## src/rtl/alu_seq_pkg.sv

```systemverilog
// Shared types and constants for the ALU op sequencer: op encodings, FSM states, op-word layout.
package alu_seq_pkg;

    localparam int SEQ_DEPTH = 8;
    localparam int SEQ_AW    = 3;
    localparam int SEQ_RW    = 3;
    localparam int SEQ_LAT   = 2;

    typedef enum logic [1:0] {
        OP_ADD  = 2'b00,
        OP_ADD1 = 2'b01,
        OP_XOR  = 2'b10,
        OP_MUL  = 2'b11
    } op_e;

    typedef enum logic [2:0] {
        ST_IDLE,
        ST_ISSUE,
        ST_WAIT,
        ST_CAPTURE,
        ST_FINISH
    } state_e;

    // op word is {S[1:0], AddA[aw-1:0], AddB[aw-1:0]}
    function automatic int ofs_s(input int aw);
        return 2 * aw;
    endfunction

    function automatic int ofs_adda(input int aw);
        return aw;
    endfunction

    localparam int OFS_ADDB = 0;

endpackage

```

## src/rtl/alu_seq_regfile.sv

```systemverilog
// DEPTH x RW result buffer: synchronous write, registered read (1-cycle latency, read-before-write).
// No flow control; the read port is always live.
module alu_seq_regfile #(
    parameter int DEPTH = 8,
    parameter int RW    = 3,
    localparam int IW   = $clog2(DEPTH)
) (
    input  logic          clk,
    input  logic          rst,
    input  logic          we_i,
    input  logic [IW-1:0] waddr_i,
    input  logic [RW-1:0] wdata_i,
    input  logic [IW-1:0] raddr_i,
    output logic [RW-1:0] rdata_o
);

    logic [RW-1:0] mem_q [DEPTH];
    logic [RW-1:0] rdata_q;

    // storage is deliberately not reset so partial results survive an aborted run
    always_ff @(posedge clk) begin
        if (we_i) begin
            mem_q[waddr_i] <= wdata_i;
        end
    end

    always_ff @(posedge clk or posedge rst) begin
        if (rst) begin
            rdata_q <= '0;
        end else begin
            rdata_q <= mem_q[raddr_i];
        end
    end

    assign rdata_o = rdata_q;

endmodule

```

## src/rtl/alu_op_sequencer.sv

```systemverilog
// Runs a stored program of ALU ops one at a time, capturing each result LAT+1 cycles after issue.
// N ops complete with done N*(LAT+1)+1 cycles after start; start/prog_we are dropped while busy.
// Optional checksum output (XOR of captured results) when ALU_SEQ_CHECKSUM_EN is defined.
module alu_op_sequencer
    import alu_seq_pkg::*;
#(
    parameter int DEPTH = SEQ_DEPTH,
    parameter int AW    = SEQ_AW,
    parameter int RW    = SEQ_RW,
    parameter int LAT   = SEQ_LAT,
    localparam int IW   = $clog2(DEPTH),
    localparam int LW   = IW + 1,
    localparam int OPW  = 2 + 2 * AW
) (
    input  logic           clk,
    input  logic           rst,
    input  logic           prog_we,
    input  logic [IW-1:0]  prog_addr,
    input  logic [OPW-1:0] prog_data,
    input  logic [LW-1:0]  prog_len,
    input  logic           start,
    output logic [1:0]     S,
    output logic [AW-1:0]  AddA,
    output logic [AW-1:0]  AddB,
    input  logic [RW-1:0]  alu_out,
    input  logic [IW-1:0]  res_addr,
    output logic [RW-1:0]  res_data,
    output logic           busy,
    output logic           done
`ifdef ALU_SEQ_CHECKSUM_EN
    ,
    output logic [RW-1:0]  checksum
`endif
);

    localparam int CW       = (LAT > 1) ? $clog2(LAT) : 1;
    localparam int S_LSB    = ofs_s(AW);
    localparam int ADDA_LSB = ofs_adda(AW);

    state_e         state_q, state_d;
    logic [IW-1:0]  idx_q, idx_d;
    logic [LW-1:0]  len_q, len_d;
    logic [LW-1:0]  len_sat;
    logic [CW-1:0]  cnt_q, cnt_d;
    logic [OPW-1:0] op_q, op_d;
    logic           busy_q, busy_d;
    logic           done_q, done_d;
    logic           cap_we;
    logic           run_accept;
    logic           last_op;
    logic [OPW-1:0] prog_q [DEPTH];

    always_ff @(posedge clk) begin
        if (prog_we && (state_q == ST_IDLE)) begin
            prog_q[prog_addr] <= prog_data;
        end
    end

    assign len_sat    = (prog_len > LW'(DEPTH)) ? LW'(DEPTH) : prog_len;
    assign run_accept = (state_q == ST_IDLE) && start;
    assign last_op    = ({1'b0, idx_q} == (len_q - LW'(1)));

    always_comb begin
        state_d = state_q;
        idx_d   = idx_q;
        len_d   = len_q;
        cnt_d   = cnt_q;
        op_d    = op_q;
        cap_we  = 1'b0;
        case (state_q)
            ST_IDLE: begin
                if (start) begin
                    len_d = len_sat;
                    if (len_sat == '0) begin
                        state_d = ST_FINISH;
                    end else begin
                        state_d = ST_ISSUE;
                        op_d    = prog_q[idx_q];
                    end
                end
            end
            ST_ISSUE: begin
                cnt_d = CW'(LAT - 1);
                if (LAT == 1) begin
                    state_d = ST_CAPTURE;
                end else begin
                    state_d = ST_WAIT;
                end
            end
            ST_WAIT: begin
                cnt_d = cnt_q - CW'(1);
                if (cnt_q == CW'(1)) begin
                    state_d = ST_CAPTURE;
                end
            end
            ST_CAPTURE: begin
                cap_we = 1'b1;
                idx_d  = idx_q + IW'(1);
                if (last_op) begin
                    state_d = ST_FINISH;
                end else begin
                    // next op goes out on the same edge the current result is captured
                    state_d = ST_ISSUE;
                    op_d    = prog_q[idx_q + IW'(1)];
                end
            end
            ST_FINISH: begin
                idx_d   = '0;
                state_d = ST_IDLE;
            end
            default: begin
                state_d = ST_IDLE;
            end
        endcase
        busy_d = (state_d == ST_ISSUE) || (state_d == ST_WAIT) || (state_d == ST_CAPTURE);
        done_d = (state_d == ST_FINISH);
    end

    always_ff @(posedge clk or posedge rst) begin
        if (rst) begin
            state_q <= ST_IDLE;
            idx_q   <= '0;
            len_q   <= '0;
            cnt_q   <= '0;
            op_q    <= '0;
            busy_q  <= 1'b0;
            done_q  <= 1'b0;
        end else begin
            state_q <= state_d;
            idx_q   <= idx_d;
            len_q   <= len_d;
            cnt_q   <= cnt_d;
            op_q    <= op_d;
            busy_q  <= busy_d;
            done_q  <= done_d;
        end
    end

    assign S    = op_q[S_LSB +: 2];
    assign AddA = op_q[ADDA_LSB +: AW];
    assign AddB = op_q[OFS_ADDB +: AW];
    assign busy = busy_q;
    assign done = done_q;

    alu_seq_regfile #(
        .DEPTH (DEPTH),
        .RW    (RW)
    ) u_regfile (
        .clk     (clk),
        .rst     (rst),
        .we_i    (cap_we),
        .waddr_i (idx_q),
        .wdata_i (alu_out),
        .raddr_i (res_addr),
        .rdata_o (res_data)
    );

`ifdef ALU_SEQ_CHECKSUM_EN
    logic [RW-1:0] chk_q;

    always_ff @(posedge clk or posedge rst) begin
        if (rst) begin
            chk_q <= '0;
        end else if (run_accept) begin
            chk_q <= '0;
        end else if (cap_we) begin
            chk_q <= chk_q ^ alu_out;
        end
    end

    assign checksum = chk_q;
`endif

endmodule

```

## config.mk

```make
export PLATFORM = sky130hd
export DESIGN_NAME = alu_op_sequencer
export DESIGN_NICKNAME = d
export VERILOG_FILES = /design/src/rtl/alu_seq_pkg.sv /design/src/rtl/alu_seq_regfile.sv /design/src/rtl/alu_op_sequencer.sv
export SDC_FILE = /design/constraint.sdc
export NUM_CORES = 1
export LEC_CHECK = 0
export CAP_MARGIN = 40
export CORE_UTILIZATION = 60
export CTS_BUF_LIST = sky130_fd_sc_hd__clkbuf_8
export CTS_CLUSTER_DIAMETER = 200
export CTS_CLUSTER_SIZE = 14
export DETAILED_ROUTE_END_ITERATION = 10
export PLACE_DENSITY_LB_ADDON = 0.12
export SKIP_CTS_REPAIR_TIMING = 1
export SYNTH_ARGS = -nofsm -noshare
export SYNTH_HDL_FRONTEND = slang
export SYNTH_SLANG_ARGS = --single-unit
```

## constraint.sdc

```tcl
create_clock -name clk -period 5.4 [get_ports clk]
set_clock_uncertainty 0.15 [all_clocks]
set_input_delay 1.08 -clock clk [delete_from_list [all_inputs] [get_ports clk]]
set_output_delay 1.08 -clock clk [all_outputs]
set_load 0.03 [all_outputs]
```

==> results of run 1 <==
-- area by class of cell --
class	count	area share, %
flip-flops and latches	112	55.5
multi-input cells	155	30.5
repair buffers	50	8.61
well taps	105	2.25
clock buffers	9	2.12
clock inverters	6	0.771
inverters	3	0.193
-- state kept, by name, summed over array words and instances, names as in the netlist --
register           count
busy                   1
op_q                   8
u_regfile.rdata_o      3
state_q                3
prog_q                64
len_q                  4
done                   1
u_regfile.mem_q       24
cnt_q                  1
idx_q                  3
-- kinds of logic after synthesis --
family / synth area share, %
adder cells (fa/ha/maj): 0.483
flip-flops: 62.7
XOR/XNOR: 1.35
AO/OA/AOI/OAI: 5.42
multiplexers: 20.5
buffers and inverters: 2.90
AND/OR/NAND/NOR: 6.67
-- synthesized netlist by cell type, types with 2 or more instances --
cell and number:
sky130_fd_sc_hd__a221oi_1 2, sky130_fd_sc_hd__buf_4 5, sky130_fd_sc_hd__clkbuf_1 6, sky130_fd_sc_hd__a21oi_1 3
sky130_fd_sc_hd__a221oi_2 8, sky130_fd_sc_hd__ha_1 2, sky130_fd_sc_hd__nand2_1 8, sky130_fd_sc_hd__o21ai_0 9
sky130_fd_sc_hd__xnor2_1 3, sky130_fd_sc_hd__nor3_1 14, sky130_fd_sc_hd__a211oi_1 2, sky130_fd_sc_hd__edfxtp_1 88
sky130_fd_sc_hd__o21a_1 2, sky130_fd_sc_hd__mux2_2 4, sky130_fd_sc_hd__dfrtp_1 24, sky130_fd_sc_hd__mux4_2 38
sky130_fd_sc_hd__nor3_2 3, sky130_fd_sc_hd__nand2b_1 6, sky130_fd_sc_hd__buf_2 5, sky130_fd_sc_hd__inv_1 3
sky130_fd_sc_hd__nor2_1 16, sky130_fd_sc_hd__mux2i_1 16, sky130_fd_sc_hd__buf_6 3
-- per-stage QoR --
stage               cells  util (%)  worst slack [ns]  hold WS (ns)
floorplan             290         -              2.86         0.350
global placement      415      67.0              2.21         0.366
detailed placement    425      68.3              2.36         0.385
CTS                   440      70.4              2.67         0.407
global route          440      70.4              2.56         0.429
finish                440      70.4              2.72         0.405
-- worst paths after layout --
kind                            startpoint       to  cells past startpoint
worst max-delay path               op_q[7]     S[1]                      1
worst min-delay path                 cnt_q    cnt_q                      1
worst max register to register    idx_q[0]  op_q[2]                      6
worst min register to register       cnt_q    cnt_q                      1
max in group asynchronous              rst  op_q[1]                      3
min in group asynchronous              rst  op_q[6]                      2
-- metal layers --
layer / vias up / share of wire (%) / GRT usage [%]
met3: 17 / 4.5 / 3.62
met4: 0 / 2.0 / 11.0
met5: - / 0 / 0
met2: 88 / 52 / 40.0
met1: 1429 / 41 / 30.5
li1: 1253 / - / -
-- power by group through the flow --
stage / sequential (mW) / combinational (mW) / clock, mW
2_1_floorplan: 1.19 / 1.21 / 0
3_3_place_gp: 1.15 / 1.48 / 0
3_5_place_dp: 1.15 / 1.58 / 0
4_1_cts: 1.14 / 1.58 / 0.452
5_1_grt: 1.15 / 1.67 / 0.483
6_report: 1.14 / 1.55 / 0.447
==> impl_metrics.sql, run 1 <==
INSERT INTO impl_metrics (metric_group, metric, value, unit) VALUES
('status', 'outcome', 'finished, final reports clean', ''),
('yosys', 'yosysUniqueCellTypes', '43', ''),
('global_route', 'gr-total-overflow', '0', ''),
('critical_path', 'critical_path.top_delay_family', 'buffers and inverters', ''),
('clock_network', 'tritoncts', 'done', ''),
('pwr', 'internal-power', '1.99', 'mW'),
('floorplanning', 'num_rows', '33', ''),
('critical_path', 'critical_path.max_stage_delay', '0.68', 'ns'),
('final_layout', 'multi_input_comb_area', '0.00178', 'mm²'),
('clock_network', 'cts.clk_slew.worst_paths', '0.11', 'ns'),
('drt', 'remaining_drc_errors', '0', ''),
('yosys', 'yosys_most_used_dff', 'sky130_fd_sc_hd__edfxtp_1', ''),
('global_route', 'grt_antenna_before_repair', '0', ''),
('yosys', 'netlist_instances', '290', ''),
('floorplanning', 'starting_density_of_the_core', '62.4', '%'),
('run', 'max_cap_violations', '0', ''),
('yosys', 'mappedNetlistNets', '317', ''),
('floorplanning', 'core-area', '0.00830', 'mm²'),
('critical_path', 'crit_slowest_cell', 'sky130_fd_sc_hd__clkdlybuf4s50_1', ''),
('drt', 'detail_route.wl_per_cell', '22.0', 'µm'),
('floorplanning', 'dieArea', '0.00900', 'mm²'),
('final_layout', 'areaGrowthSynthToFinish', '12.8', '%'),
('place', 'place_congestion', '0.747', ''),
('pwr', 'power.sequential.fraction', '36.2', '%'),
('clock_network', 'numCtsBuffers', '9', ''),
('sta', 'hold_violations', '0', ''),
('sta', 'slew_headroom', '41.4', '%'),
('drt', 'vias', '2787', ''),
('drt', 'total_routed_length', '9.68', 'mm'),
('sta', 'worstMarginPinSlew', '0.876', 'ns'),
('sta', 'final_max_slew_viol_count', '0', ''),
('clock_network', 'cts-root-to-sink-buffers', '2', ''),
('critical_path', 'critPathArrivalTime', '1.45', 'ns'),
('critical_path', 'crit_path_launch_type', 'flip-flop', ''),
('place', 'placement.cell_area', '0.00567', 'mm²'),
('yosys', 'yosys_warnings', '0', ''),
('critical_path', 'req_time_crit_path', '4.17', 'ns'),
('floorplanning', 'die_h', '94.9', 'µm'),
('place', 'dp_hpwl', '6.58', 'mm'),
('drt', 'drt_pre_antenna_iters', '4', ''),
('pwr', 'switching_part_of_the_total_power', '36.6', '%'),
('hold_path', 'timing.hold.worst.class', 'flip-flop to flip-flop', ''),
('yosys', 'synth-edff-count', '88', ''),
('drt', 'detail_route.iter0.violations', '161', ''),
('yosys', 'synthesis.area_per_instance', '17.8', 'µm²'),
('critical_path', 'path_max_fanout', '2', ''),
('sta', 'max_freq', '0.374', 'GHz'),
('place', 'port-buffer-count', '37', ''),
('final_layout', 'final_net_count', '358', ''),
('yosys', 'yosys_register_bits', '112', ''),
('sta', 'final_min_period_over_clock_period', '49.6', '%'),
('global_route', 'grt_first_pass_wirelength', '15.0', 'mm'),
('final_layout', 'layout.cells.most_common', 'sky130_fd_sc_hd__edfxtp_1', ''),
('sta', 'sum_of_negative_setup_slack', '0', 'ns'),
('final_layout', 'finish.instance_area', '0.00584', 'mm²'),
('final_layout', 'final-seq-area', '0.00324', 'mm²'),
('sta', 'rsz_0062_raised_after_global_routing', 'no', ''),
('final_layout', 'layout.filler_cells', '532', ''),
('pwr', 'power.ir.vdd_worst', '0.257', 'mV'),
('final_layout', 'final_cell_mix', '88 x sky130_fd_sc_hd__edfxtp_1, 38 x sky130_fd_sc_hd__mux4_2, 37 x sky130_fd_sc_hd__clkdlybuf4s50_1', ''),
('sta', 'finalSetupViolations', '0', ''),
('clock_network', 'clock_tree.root_cell', 'sky130_fd_sc_hd__clkbuf_8', ''),
('clock_network', 'cts_num_sinks', '112', ''),
('sta', 'min_period', '2.68', 'ns'),
('pwr', 'power_switching', '1.15', 'mW'),
('yosys', 'synth.largest_area_cell', 'sky130_fd_sc_hd__edfxtp_1', ''),
('pwr', 'static-leakage-power', '1.97', 'nW'),
('pwr', 'power-per-cell-area', '537', 'mW/mm²'),
('yosys', 'async_reset_ff_share', '21.4', '%'),
('global_route', 'grt.total_usage', '23.7', '%'),
('pwr', 'clkPwrFrac', '14.3', '%');
Note: power is estimated with default switching activity, not from simulation.
==> run 2, diff against run 1 <==
==> constraint.sdc (replaced) <==
create_clock -name clk -period 2.5 [get_ports clk]
set_clock_uncertainty 0.15 [all_clocks]
set_input_delay 0.5 -clock clk [delete_from_list [all_inputs] [get_ports clk]]
set_output_delay 0.5 -clock clk [all_outputs]
set_load 0.03 [all_outputs]
==> run 2 against run 1 <==
  * Register-to-register slack lost 2.4 ns
  * Critical path depth grew 6
  * Final area grew 2.7%
  * Wire length grew 0.12%
  * Global-route usage is essentially flat
  * Clock power grew to 2.7 times the previous value
  * Count of clock-buffer cells in the layout is the same
  * Highest routed layer unchanged
  * First-iteration DRC count shrank 9.9%
  * Sequential power grew 120%
==> impl_metrics.sql, run 2 (same netlist as run 1, synthesis figures left out) <==
INSERT INTO impl_metrics (metric_group, metric, value, unit) VALUES
('place', 'port-buffer-count', '37', ''),
('final_layout', 'share_of_final_layout_standard_cells_stronger_than_drive_strength_1', '30.1', '%'),
('critical_path', 'crit-reg2reg-capture', 'op_q[0]', ''),
('floorplanning', 'num_rows', '33', ''),
('final_layout', 'n_antenna_cell', '0', ''),
('pwr', 'power_switching', '2.53', 'mW'),
('drt', 'drtAntennaViolNets', '0', ''),
('clock_network', 'cts-root-to-sink-buffers', '2', ''),
('clock_network', 'cts_num_sinks', '112', ''),
('final_layout', 'largest_reg_flops', '64', ''),
('critical_path', 'worstSetupEndpointType', 'flip-flop', ''),
('drt', 'via_per_inst', '6.17', ''),
('final_layout', 'multi_input_comb_area', '0.00178', 'mm²'),
('floorplanning', 'die_extent_in_x', '94.9', 'µm'),
('pwr', 'power-per-cell-area', '1190', 'mW/mm²'),
('final_layout', 'utilization', '72.2', '%'),
('sta', 'slew_headroom', '52.4', '%'),
('critical_path', 'path_class', 'flip-flop to flip-flop', ''),
('pwr', 'internal-power', '4.62', 'mW'),
('sta', 'worstMarginPinSlew', '0.707', 'ns'),
('pwr', 'static-leakage-power', '2.07', 'nW'),
('pwr', 'power.ir.vdd_worst', '0.634', 'mV'),
('status', 'outcome', 'finished, final reports clean', ''),
('sta', 'hold_violations', '0', ''),
('place', 'dp_hpwl', '6.70', 'mm'),
('final_layout', 'register_with_the_highest_flop_count', 'prog_q', ''),
('floorplanning', 'starting_density_of_the_core', '62.4', '%'),
('global_route', 'grt_max_degree', '27', ''),
('critical_path', 'register_to_register_setup_slack', '0.34', 'ns'),
('sta', 'sum_of_negative_setup_slack', '0', 'ns'),
('hold_path', 'timing.hold.worst.class', 'input port to async pin', ''),
('pwr', 'final_power', '7.15', 'mW'),
('drt', 'detail_route.wl_per_cell', '21.4', 'µm'),
('global_route', 'grt_first_pass_wirelength', '15.3', 'mm'),
('final_layout', 'areaGrowthSynthToFinish', '15.9', '%'),
('sta', 'finalSetupViolations', '0', ''),
('pwr', 'switching_part_of_the_total_power', '35.4', '%'),
('drt', 'drt_pre_antenna_iters', '4', ''),
('floorplanning', 'die_h', '94.9', 'µm'),
('final_layout', 'layout.cells.most_common', 'sky130_fd_sc_hd__edfxtp_1', ''),
('sta', 'final_max_slew_viol_count', '0', ''),
('critical_path', 'timing.rr.start', 'idx_q[0]', ''),
('critical_path', 'path_max_fanout', '26', ''),
('clock_network', 'clkLatencyLatePin', '0.37', 'ns'),
('sta', 'final_min_period_over_clock_period', '86.4', '%'),
('critical_path', 'critPathArrivalTime', '2.29', 'ns'),
('final_layout', 'final-seq-area', '0.00324', 'mm²'),
('clock_network', 'clock_tree.root_cell', 'sky130_fd_sc_hd__clkbuf_8', ''),
('final_layout', 'final_net_count', '371', ''),
('drt', 'remaining_drc_errors', '0', ''),
('clock_network', 'numCtsBuffers', '9', ''),
('final_layout', 'layout.filler_cells', '545', ''),
('floorplanning', 'dieArea', '0.00900', 'mm²'),
('floorplanning', 'i_o_pin_cnt', '38', ''),
('clock_network', 'cts.clk_slew.worst_paths', '0.11', 'ns'),
('sta', 'max_freq', '0.463', 'GHz'),
('drt', 'detail_route.iter0.violations', '145', ''),
('final_layout', 'final_cell_mix', '88 x sky130_fd_sc_hd__edfxtp_1, 38 x sky130_fd_sc_hd__mux4_2, 37 x sky130_fd_sc_hd__clkdlybuf4s50_1', ''),
('clock_network', 'tritoncts', 'done', ''),
('drt', 'total_routed_length', '9.69', 'mm'),
('clock_network', 'htreeDepth', '3', ''),
('critical_path', 'req_time_crit_path', '2.63', 'ns'),
('drt', 'vias', '2802', ''),
('global_route', 'grt_pass1_vias', '2845', ''),
('global_route', 'grt.total_usage', '23.7', '%'),
('pwr', 'share_comb_of_total_power', '48.3', '%'),
('run', 'max_cap_violations', '0', ''),
('place', 'place_congestion', '0.758', ''),
('pwr', 'clkPwrFrac', '17.0', '%'),
('global_route', 'grt_antenna_before_repair', '0', ''),
('final_layout', 'top_regs', 'prog_q (64), u_regfile.mem_q (24), op_q (8)', ''),
('global_route', 'gr-total-overflow', '0', ''),
('critical_path', 'r2r.worst_path.cells', '7', ''),
('sta', 'min_period', '2.16', 'ns'),
('critical_path', 'crit_path_launch_type', 'flip-flop', ''),
('sta', 'rsz_0062_raised_after_global_routing', 'no', ''),
('floorplanning', 'core-area', '0.00830', 'mm²'),
('pwr', 'power.sequential.fraction', '34.7', '%');
-- run 2: through the flow --
stage	instance area, µm²	std cells	worst slack, ns	hold WS, ns
after floorplan	5170	290	0.380	0.350
after global placement	5720	435	0.140	0.364
after detailed placement	5720	435	0.124	0.389
after CTS	5960	451	0.104	0.336
after global routing	6000	454	0.192	0.378
final	6000	454	0.341	0.333
-- run 2: cell type report --
class | count | share of cell area (%)
Clock inverter | 7 | 1.90
Inverter | 3 | 0.188
Multi-Input combinational cell | 155 | 29.7
Clock buffer | 9 | 2.07
Sequential cell | 112 | 54.1
Timing Repair Buffer | 63 | 9.85
Tap cell | 105 | 2.19
-- run 2: worst max-delay path, stage by stage (launching register included) --
cell and delay (ns):
sky130_fd_sc_hd__dfrtp_1 0.38, sky130_fd_sc_hd__buf_4 0.37, sky130_fd_sc_hd__xnor2_1 0.18, sky130_fd_sc_hd__o31ai_2 0.32, sky130_fd_sc_hd__o31ai_4 0.13, sky130_fd_sc_hd__buf_12 0.17, sky130_fd_sc_hd__buf_4 0.13, sky130_fd_sc_hd__a221oi_2 0.23
-- run 2: power by group through the flow --
| stage | registers, mW | logic, mW | clock network, mW |
|---|---|---|---|
| 5_1_grt | 2.51 | 3.71 | 1.30 |
| 2_1_floorplan | 2.56 | 2.61 | 0 |
| 6_report | 2.48 | 3.45 | 1.22 |
| 3_5_place_dp | 2.52 | 3.37 | 0 |
| 3_3_place_gp | 2.51 | 3.31 | 0 |
| 4_1_cts | 2.48 | 3.37 | 1.24 |
-- run 2: how the worst max path moves through the flow --
stage | slack, ns | from | end | cells past startpoint
2_1_floorplan | 0.38 | idx_q[0] | op_q[7] | 6
3_3_place_gp | 0.14 | res_addr[0] | u_regfile.rdata_o[2] | 3
3_5_place_dp | 0.12 | prog_len[0] | op_q[4] | 5
4_1_cts | 0.10 | len_q[1] | op_q[1] | 7
5_1_grt | 0.19 | idx_q[0] | op_q[0] | 7
6_report | 0.34 | idx_q[0] | op_q[0] | 7
-- run 2: per-layer routing --
metal	vias up	track usage, %	wire length, µm
met5	-	0	0
met4	0	6.19	111
met3	10	4.03	428
met2	66	41.1	5210
met1	1450	31.3	3950
li1	1276	-	-
==> run 3, diff against run 2 <==
--- a/config.mk
+++ b/config.mk
@@ -6,13 +6,14 @@
 export NUM_CORES = 1
 export LEC_CHECK = 0
 export CAP_MARGIN = 40
-export CORE_UTILIZATION = 60
+export CORE_UTILIZATION = 55
 export CTS_BUF_LIST = sky130_fd_sc_hd__clkbuf_8
 export CTS_CLUSTER_DIAMETER = 200
 export CTS_CLUSTER_SIZE = 14
 export DETAILED_ROUTE_END_ITERATION = 10
 export PLACE_DENSITY_LB_ADDON = 0.12
 export SKIP_CTS_REPAIR_TIMING = 1
+export SLEW_MARGIN = 20
 export SYNTH_ARGS = -nofsm -noshare
 export SYNTH_HDL_FRONTEND = slang
 export SYNTH_SLANG_ARGS = --single-unit
==> constraint.sdc (replaced) <==
create_clock -name clk -period 1.93 [get_ports clk]
set_clock_uncertainty 0.15 [all_clocks]
set_input_delay 0.386 -clock clk [delete_from_list [all_inputs] [get_ports clk]]
set_output_delay 0.386 -clock clk [all_outputs]
set_load 0.03 [all_outputs]
==> run 3 against run 2 <==
  * The flow now finishes with violations (setup timing)
  * Via count rose by 5.2%
  * Wire length increased by 4.3%
  * Global-route usage decreased by 1.3 points
  * Core utilization fell by 3.2 points
  * First-iteration DRC count fell by 7.6%
  * Setup slack worse by 0.43 ns
  * Largest power group unchanged
==> impl_metrics.sql, run 3 (same netlist as run 1, synthesis figures left out) <==
INSERT INTO impl_metrics (metric_group, metric, value, unit) VALUES
('floorplanning', 'i_o_pin_cnt', '38', ''),
('global_route', 'grt_first_pass_wirelength', '16.0', 'mm'),
('sta', 'min_period', '2.02', 'ns'),
('critical_path', 'crit_path_launch', 'len_q[0]', ''),
('drt', 'via_per_inst', '6.17', ''),
('global_route', 'grt_antenna_before_repair', '0', ''),
('floorplanning', 'dieArea', '0.00980', 'mm²'),
('clock_network', 'tritoncts', 'done', ''),
('pwr', 'power.ir.vdd_worst', '0.963', 'mV'),
('sta', 'final_max_slew_viol_count', '0', ''),
('clock_network', 'cts.clk_slew.worst_paths', '0.10', 'ns'),
('final_layout', 'largest_reg_flops', '64', ''),
('drt', 'detail_route.iter0.violations', '134', ''),
('drt', 'remaining_drc_errors', '0', ''),
('critical_path', 'path_max_fanout', '8', ''),
('final_layout', 'layout.filler_cells', '632', ''),
('place', 'place_congestion', '0.786', ''),
('critical_path', 'crit_slowest_cell', 'sky130_fd_sc_hd__dfrtp_1', ''),
('final_layout', 'register_with_the_highest_flop_count', 'prog_q', ''),
('critical_path', 'cp-endpoint', 'op_q[0]', ''),
('pwr', 'static-leakage-power', '2.29', 'nW'),
('global_route', 'grt.total_usage', '22.4', '%'),
('sta', 'slew_headroom', '75.1', '%'),
('place', 'dp_worst_setup_slack', '-0.270', 'ns'),
('sta', 'hold_violations', '0', ''),
('critical_path', 'crit_path_launch_type', 'flip-flop', ''),
('critical_path', 'r2r.worst_path.cells', '8', ''),
('run', 'max_cap_violations', '0', ''),
('sta', 'finalSetupViolations', '8', ''),
('drt', 'drtAntennaViolNets', '0', ''),
('status', 'failed_checks', 'setup timing', ''),
('global_route', 'grt_max_degree', '25', ''),
('final_layout', 'top_regs', 'prog_q (64), u_regfile.mem_q (24), op_q (8)', ''),
('critical_path', 'crit_path_cell_trace', 'inv_2 > ha_4 > xor2_2 > and3b_4 > o31ai_4 > clkbuf_16 > nor3_4 > a221oi_2', ''),
('critical_path', 'register_to_register_setup_slack', '-0.09', 'ns'),
('pwr', 'power-per-cell-area', '1580', 'mW/mm²'),
('clock_network', 'clkLatencyLatePin', '0.36', 'ns'),
('critical_path', 'worstSetupEndpointType', 'flip-flop', ''),
('hold_path', 'timing.hold.worst.class', 'input port to async pin', ''),
('status', 'outcome', 'finished, violations left', ''),
('critical_path', 'crit-reg2reg-capture', 'op_q[0]', ''),
('global_route', 'grt_pass1_vias', '2975', ''),
('critical_path', 'path_class', 'flip-flop to flip-flop', ''),
('final_layout', 'finish.instance_area', '0.00635', 'mm²'),
('sta', 'rsz_0062_raised_after_global_routing', 'yes', ''),
('sta', 'max_freq', '0.495', 'GHz'),
('sta', 'worstMarginPinSlew', '0.374', 'ns'),
('drt', 'vias', '2947', ''),
('floorplanning', 'die_extent_in_x', '99', 'µm'),
('clock_network', 'cts-root-to-sink-buffers', '2', ''),
('drt', 'total_routed_length', '10.1', 'mm'),
('place', 'port-buffer-count', '37', ''),
('clock_network', 'htreeDepth', '3', ''),
('final_layout', 'n_antenna_cell', '0', ''),
('drt', 'drt_pre_antenna_iters', '4', ''),
('clock_network', 'clock_tree.root_cell', 'sky130_fd_sc_hd__clkbuf_8', ''),
('final_layout', 'share_of_final_layout_standard_cells_stronger_than_drive_strength_1', '39.2', '%'),
('floorplanning', 'num_rows', '35', ''),
('critical_path', 'req_time_crit_path', '2.06', 'ns'),
('place', 'placement.cell_area', '0.00591', 'mm²'),
('critical_path', 'critical_path.max_stage_delay', '0.39', 'ns'),
('critical_path', 'timing.rr.start', 'len_q[0]', ''),
('floorplanning', 'core-area', '0.00920', 'mm²'),
('global_route', 'gr-total-overflow', '0', ''),
('final_layout', 'final_net_count', '389', ''),
('final_layout', 'areaGrowthSynthToFinish', '22.8', '%'),
('critical_path', 'critPathArrivalTime', '2.15', 'ns'),
('drt', 'detail_route.wl_per_cell', '21.2', 'µm'),
('floorplanning', 'die_h', '99', 'µm'),
('clock_network', 'numCtsBuffers', '9', ''),
('clock_network', 'cts_num_sinks', '112', ''),
('sta', 'final_min_period_over_clock_period', '105', '%'),
('place', 'dp_hpwl', '6.97', 'mm'),
('final_layout', 'layout.cells.most_common', 'sky130_fd_sc_hd__edfxtp_1', ''),
('sta', 'setup_slack', '-0.0912', 'ns'),
('final_layout', 'final_cell_mix', '88 x sky130_fd_sc_hd__edfxtp_1, 38 x sky130_fd_sc_hd__mux4_2, 35 x sky130_fd_sc_hd__buf_4', ''),
('floorplanning', 'starting_density_of_the_core', '56.3', '%');
==> run 3: stage by stage <==
| step | TNS [ns] | power [mW] | hold WS [ns] | utilization (%) | std cells |
|---|---|---|---|---|---|
| floorplan | -0.0882 | 6.79 | 0.251 | - | 290 |
| global placement | -2.48 | 8.05 | 0.350 | 64.3 | 459 |
| detailed placement | -2.82 | 8.12 | 0.341 | 64.3 | 459 |
| CTS | -1.51 | 9.52 | 0.206 | 66.6 | 475 |
| global route | -1.10 | 10.6 | 0.242 | 69.1 | 478 |
| finish | -0.422 | 10.0 | 0.212 | 69.1 | 478 |
==> run 3: where the power goes <==
part,switching [mW],internal [mW],leakage [nW]
Combinational,2.54,2.88,1.12
Clock,0.796,0.616,0.104
Sequential,0.273,2.93,1.07
==> run 3: worst max-delay path: cells and delay by family (launching register included) <==
family                     cells  cell delay (ns)
xor gates and xnor gates       1             0.15
DFF                            1             0.39
buffers and inverters          2             0.30
and+or+nand+nor                2             0.24
AOI/OAI and AO/OA              2             0.55
adders and majority gates      1             0.15
==> run 3: how the worst min path moves through the flow <==
stage	startpoint	endpoint	slack (ns)	depth (start not counted)
2_1_floorplan	rst	busy	0.25	1
3_3_place_gp	state_q[2]	busy	0.35	1
3_5_place_dp	state_q[2]	busy	0.34	1
4_1_cts	rst	op_q[2]	0.21	3
5_1_grt	rst	len_q[0]	0.24	3
6_report	rst	len_q[0]	0.21	3
==> run 3: layout make-up <==
class,instances,area (µm²),share of cell area [%]
flip-flops and latches,112,3240,51.1
multi-input cells,155,1930,30.3
repair buffers,81,826,13.0
well taps,111,139,2.19
clock buffers,9,124,1.95
clock inverters,7,83.8,1.32
inverters,3,11.3,0.177
==> run 3: layer usage <==
| layer | global-route usage, % | part of all wire (%) | vias to the layer above |
|---|---|---|---|
| li1 | - | - | 1317 |
| met1 | 31.1 | 42 | 1503 |
| met2 | 36.2 | 50 | 117 |
| met3 | 3.33 | 6.1 | 10 |
| met4 | 8.73 | 1.4 | 0 |
| met5 | 0 | 0 | - |
